$ cat config.mk
export PLATFORM = sky130hd
export DESIGN_NAME = mem_access_unit
export DESIGN_NICKNAME = d
export VERILOG_FILES = /design/src/rtl/mem_access_unit.sv
export SDC_FILE = /design/constraint.sdc
export NUM_CORES = 1
export LEC_CHECK = 0
export CAP_MARGIN = 20
export CORE_MARGIN = 2
export CORE_UTILIZATION = 38
export DETAILED_ROUTE_END_ITERATION = 12
export GPL_TIMING_DRIVEN = 0
export PLACE_DENSITY_LB_ADDON = 0.3
export SLEW_MARGIN = 0
export SYNTH_ARGS = -nofsm -noshare
export SYNTH_HDL_FRONTEND = slang
export SYNTH_SLANG_ARGS = --single-unit
$ cat constraint.sdc
create_clock -name clk -period 3.5 [get_ports clk]
set_input_delay 0.525 -clock clk [delete_from_list [all_inputs] [get_ports clk]]
set_output_delay 0.525 -clock clk [all_outputs]
set_load 0.005 [all_outputs]
$ cat src/rtl/mem_access_unit.sv
// Load/store sequencer in front of DataMemory: one byte or little-endian 16-bit
// access per request, with wide accesses split into two byte accesses.
module mem_access_unit #(
  parameter int ADDR_W       = 8,
  parameter int DATA_W       = 8,
  parameter int READ_LATENCY = 0
) (
  input  logic                clk,
  input  logic                reset,
  input  logic                req_valid,
  output logic                req_ready,
  input  logic                req_write,
  input  logic                req_wide,
  input  logic [ADDR_W-1:0]   req_addr,
  input  logic [2*DATA_W-1:0] req_wdata,
  output logic                resp_valid,
  output logic [2*DATA_W-1:0] resp_rdata,
  output logic                ReadMem,
  output logic                WriteMem,
  output logic [ADDR_W-1:0]   data_addr,
  output logic [DATA_W-1:0]   DataIn,
  input  logic [DATA_W-1:0]   DataOut
);

  typedef enum logic [1:0] {IDLE, ACC_LO, ACC_HI, RESP} state_e;

  localparam logic [1:0] LAT_W = 2'(READ_LATENCY);

  state_e              state_q;
  logic                write_q;
  logic                wide_q;
  logic [ADDR_W-1:0]   addr_q;
  logic [2*DATA_W-1:0] wdata_q;
  logic [DATA_W-1:0]   lo_q;
  logic [1:0]          wait_q;

  logic                req_ready_q;
  logic                resp_valid_q;
  logic [2*DATA_W-1:0] resp_rdata_q;
  logic                read_mem_q;
  logic                write_mem_q;
  logic [ADDR_W-1:0]   data_addr_q;
  logic [DATA_W-1:0]   data_in_q;

  logic                acc_done_d;
  logic [ADDR_W-1:0]   hi_addr_d;

  // A store byte completes in one cycle; a load byte waits until the wait
  // counter reaches the read latency, then DataOut is sampled on that edge.
  always_comb begin
    acc_done_d = write_q || (wait_q == LAT_W);
    hi_addr_d  = addr_q + ADDR_W'(1);
  end

  // NOTE: all state, outputs included, uses non-blocking assignments so every
  // register updates from the pre-edge values; the async reset clears the
  // strobes immediately, without waiting for a clock edge.
  always_ff @(posedge clk or posedge reset) begin
    if (reset) begin
      state_q      <= IDLE;
      write_q      <= 1'b0;
      wide_q       <= 1'b0;
      addr_q       <= '0;
      wdata_q      <= '0;
      lo_q         <= '0;
      wait_q       <= 2'd0;
      req_ready_q  <= 1'b1;
      resp_valid_q <= 1'b0;
      resp_rdata_q <= '0;
      read_mem_q   <= 1'b0;
      write_mem_q  <= 1'b0;
      data_addr_q  <= '0;
      data_in_q    <= '0;
    end else begin
      resp_valid_q <= 1'b0;
      case (state_q)
        IDLE: begin
          if (req_valid) begin
            state_q     <= ACC_LO;
            write_q     <= req_write;
            wide_q      <= req_wide;
            addr_q      <= req_addr;
            wdata_q     <= req_wdata;
            wait_q      <= 2'd0;
            req_ready_q <= 1'b0;
            read_mem_q  <= !req_write;
            write_mem_q <= req_write;
            data_addr_q <= req_addr;
            data_in_q   <= req_write ? req_wdata[DATA_W-1:0] : '0;
          end
        end
        ACC_LO: begin
          if (acc_done_d) begin
            lo_q   <= DataOut;
            wait_q <= 2'd0;
            if (wide_q) begin
              state_q     <= ACC_HI;
              data_addr_q <= hi_addr_d;
              data_in_q   <= write_q ? wdata_q[2*DATA_W-1:DATA_W] : '0;
            end else begin
              state_q      <= RESP;
              read_mem_q   <= 1'b0;
              write_mem_q  <= 1'b0;
              data_addr_q  <= '0;
              data_in_q    <= '0;
              resp_valid_q <= 1'b1;
              resp_rdata_q <= write_q ? '0 : {{DATA_W{1'b0}}, DataOut};
            end
          end else begin
            wait_q <= wait_q + 2'd1;
          end
        end
        ACC_HI: begin
          if (acc_done_d) begin
            state_q      <= RESP;
            wait_q       <= 2'd0;
            read_mem_q   <= 1'b0;
            write_mem_q  <= 1'b0;
            data_addr_q  <= '0;
            data_in_q    <= '0;
            resp_valid_q <= 1'b1;
            resp_rdata_q <= write_q ? '0 : {DataOut, lo_q};
          end else begin
            wait_q <= wait_q + 2'd1;
          end
        end
        RESP: begin
          state_q     <= IDLE;
          req_ready_q <= 1'b1;
        end
        default: state_q <= IDLE;
      endcase
    end
  end

  assign req_ready  = req_ready_q;
  assign resp_valid = resp_valid_q;
  assign resp_rdata = resp_rdata_q;
  assign ReadMem    = read_mem_q;
  assign WriteMem   = write_mem_q;
  assign data_addr  = data_addr_q;
  assign DataIn     = data_in_q;

endmodule

==> run_results.csv <==
group,metric,value,unit
clock_network,path_clk_slew,0.07,ns
min_path,hp-class,"flip-flop to flip-flop",
layout,fin_nets,402,
power,internal_power,2.377,mW
setup_path,critPathMaxFanout,8,
drt,wl_per_cell,14.08,microns
timing,hold_viol_final,0,
run_status,status,"finished, final reports clean",
timing,rsz0062_at_grt,"false",
layout,fillers,692,
power,p_sw,1.328,mW
clock_network,clock_latency,0.33,ns
drt,drt-total-wl,6547,microns
global_route,grt.total_usage,15.68,%
floorplanning,die_h,93.19,microns
global_route,grt_first_pass_wirelength,10700,microns
setup_path,cp-end-kind,"flip-flop",
timing,tightest_slew,0.7470,ns
drt,dr.pass1.iters,4,
drt,via_per_inst,4.942,
drt,wl_met1,3046,microns
setup_path,crit_arrival,2.24,ns
global_route,grt_max_degree,38,
synth,synthCells,274,
placement,portBuffers,72,
drt,drt_iter0_drc,75,
power,p_comb_share,46.1,%
placement,hpwlAfterDp,4641,microns
clock_network,cts_buffers,9,
synth,yosys-top-cells-area,"dfrtp_1 (54%), mux2_2 (9.7%), nand2_1 (5.0%), o21ai_0 (3.8%), mux2i_1 (3.0%)",
setup_path,crit_path_cell_trace,"inv_1 > ha_1 > nor2_1 > o311ai_4 > a21oi_1 > mux2_1",
layout,drive_above_1_share,15.15,%
timing,period_minus_slack,2.028,ns
synth,synth_seq_area_share,54.68,%
setup_path,worstPathRequired,3.71,ns
timing,timing.fmax,493.1,MHz
setup_path,startpoint_type,"flip-flop",
run,max_cap_viol_count,0,
layout,antennaDiodeCount,0,
power,irDropWorstVdd,389.5,uV
floorplanning,num_rows,32,
power,total_power,3.705,mW
clock_network,cts_max_level,3,
floorplanning,start_util,39.12,%
floorplanning,io_pins,73,
clock_network,root_buffer,"clkbuf_8",
setup_path,slowest_delay,0.42,ns
setup_path,r2r.worst_path.cells,6,
clock_network,tritoncts,"done",
min_path,hold_path_depth,2,
drt,postRouteAntennaNets,0,
power,power_density,905.6,nW/um^2
drt,routed-wl-met2,2971,microns
clock_network,cts_sinks,66,
timing,slew_headroom,50.20,%
timing,period_share,57.94,%
global_route,grt-ovfl-total,0,
clock_network,ctsResizeCount,0,
clock_network,cts_buffer_depth,2,
timing,setup_viol,0,
synth,synth_top_area_share,53.81,%
floorplanning,dieArea,8684,sq um
synth,avgSynthCellArea,11.03,sq um
power,p_leak,1.717,nW
synth,yosysWarnings,0,
setup_path,critPathSlowestCell,"dfrtp_1",
global_route,grt_pass1_vias,2228,
floorplanning,fp.coreArea,7727,sq um
drt,num_vias,2298,
timing,fin_worst_skew,0.01033,ns
synth,synth_area,3023,sq um
clock_network,post-cts-setup-buffers,0,
synth,ys_types,34,
synth,synth_seq_cells,66,
timing,maxSlewViolCount,0,
power,switching_share,35.85,%
drt,maxUsedRoutingLayer,"met4",
global_route,antenna_found_initial,0,
setup_path,worstSetupPathType,"flip-flop to flip-flop",
layout,layout_commonest_cell,"clkdlybuf4s50_1",
floorplanning,die_w,93.19,microns
timing,fin_setup_tns,0,ns
synth,syn_nets,318,
placement,routabilityCongestion,0.7748,
power,p_seq_share,36.4,%
power,p_clk_share,17.5,%
layout,mostFrequentLayoutCells,"clkdlybuf4s50_1 (72), dfrtp_1 (65), nand2_1 (40)",
drt,route.met3.wl,431,microns
synth,yosysTopAreaCell,"dfrtp_1",
layout,area_growth,35.35,%
drt,drc,0,
clock_network,hold_buffers,0,
==> cell families (layout without fill, tap and decap cells) <==
family | Yosys count | count (layout) | share of synthesized area [%]
compound gates | 64 | 64 | 14.07
xor+xnor | 4 | 4 | 1.159
flops | 66 | 66 | 54.68
buf+inv | 26 | 115 | 3.643
mux | 37 | 37 | 13.41
simple gates | 70 | 70 | 10.14
fa+ha+maj | 7 | 7 | 2.897
==> sequential cells by signal, indices dropped and copies added (netlist names), 2 cells and up <==
name / flops
wdata_q: 8
DataIn: 8
state_q: 2
resp_rdata: 16
lo_q: 8
addr_q: 8
data_addr: 8
wait_q: 2
==> metal layers <==
metal / global-route usage [%] / vias to the layer above
met2: 25.18 / 75
met4: 5.392 / 0
met5: 0 / -
met3: 4.432 / 13
met1: 20.42 / 1084
li1: - / 1126
==> power by group through the flow <==
| stage | sequential [mW] | clock, mW | combinational [mW] |
|---|---|---|---|
| after floorplan | 1.33 | 0 | 1.04 |
| after global placement | 1.35 | 0 | 1.70 |
| after detailed placement | 1.36 | 0 | 1.73 |
| after CTS | 1.35 | 0.661 | 1.73 |
| after global routing | 1.40 | 0.702 | 1.90 |
| final | 1.35 | 0.648 | 1.71 |
==> area by class of cell <==
cell class | count | area (sq um) | area share (%)
flip-flops and latches | 66 | 1653 | 40.40
multi-input cells | 182 | 1260 | 30.80
repair buffers | 73 | 740.7 | 18.10
clock buffers | 14 | 162.7 | 3.976
well taps | 102 | 127.6 | 3.119
plain buffers | 16 | 72.57 | 1.774
clock inverters | 2 | 37.54 | 0.9174
inverters | 10 | 37.54 | 0.9174
==> worst paths after layout <==
check	start	endpoint	slack (ns)
setup / recovery	state_q[1]$_DFFE_PP0P_	WriteMem$_DFFE_PP0P_	1.47
hold / removal	resp_rdata[8]$_DFFE_PP0P_	resp_rdata[8]$_DFFE_PP0P_	0.48
setup reg to reg	state_q[1]$_DFFE_PP0P_	WriteMem$_DFFE_PP0P_	1.47
hold reg to reg	resp_rdata[8]$_DFFE_PP0P_	resp_rdata[8]$_DFFE_PP0P_	0.48
max in group asynchronous	reset	req_ready$_DFFE_PP1P_	2.22
min in group asynchronous	reset	resp_rdata[14]$_DFFE_PP0P_	0.59
==> cells in the mapped netlist <==
master	count
o221a_2	1
a22oi_1	8
dfrtp_1	65
a2bb2oi_1	1
o31ai_1	12
nand2b_1	3
nor2b_1	9
clkbuf_1	5
nor3_1	3
dfstp_2	1
o221ai_1	1
and2_1	1
o22ai_1	1
nand3_1	4
nor2_1	9
o311ai_4	1
o21ai_0	23
mux2i_1	9
o21ai_2	1
nand2_1	40
and3_1	1
a21oi_1	6
buf_2	10
o311a_1	1
ha_1	7
a31oi_1	2
o21a_1	3
buf_1	1
o21ai_1	3
mux2_2	26
inv_1	10
xor2_1	1
xnor2_1	3
mux2_1	2
==> critical path: cells and delay by family, from the launching register on <==
| kind | cells | cell delay, ns |
|---|---|---|
| compound gates | 2 | 0.43 |
| simple gates | 1 | 0.35 |
| fa+ha+maj | 1 | 0.25 |
| flops | 1 | 0.42 |
| buf+inv | 1 | 0.10 |
| mux | 1 | 0.35 |
==> metrics by stage <==
stage                     setup slack (ns)  hold slack [ns]  instances  cell area [sq um]  utilization (%)
after floorplan                      1.322           0.4513        274               3023                -
after global routing                 1.280           0.5044        465               4091            52.95
after global placement              0.1509           0.4621        448               3871            50.10
final                                1.472           0.4809        465               4091            52.95
after CTS                            1.461           0.4861        465               4091            52.95
after detailed placement             1.292           0.4705        449               3891            50.36
(Power assumes the default switching activity.)
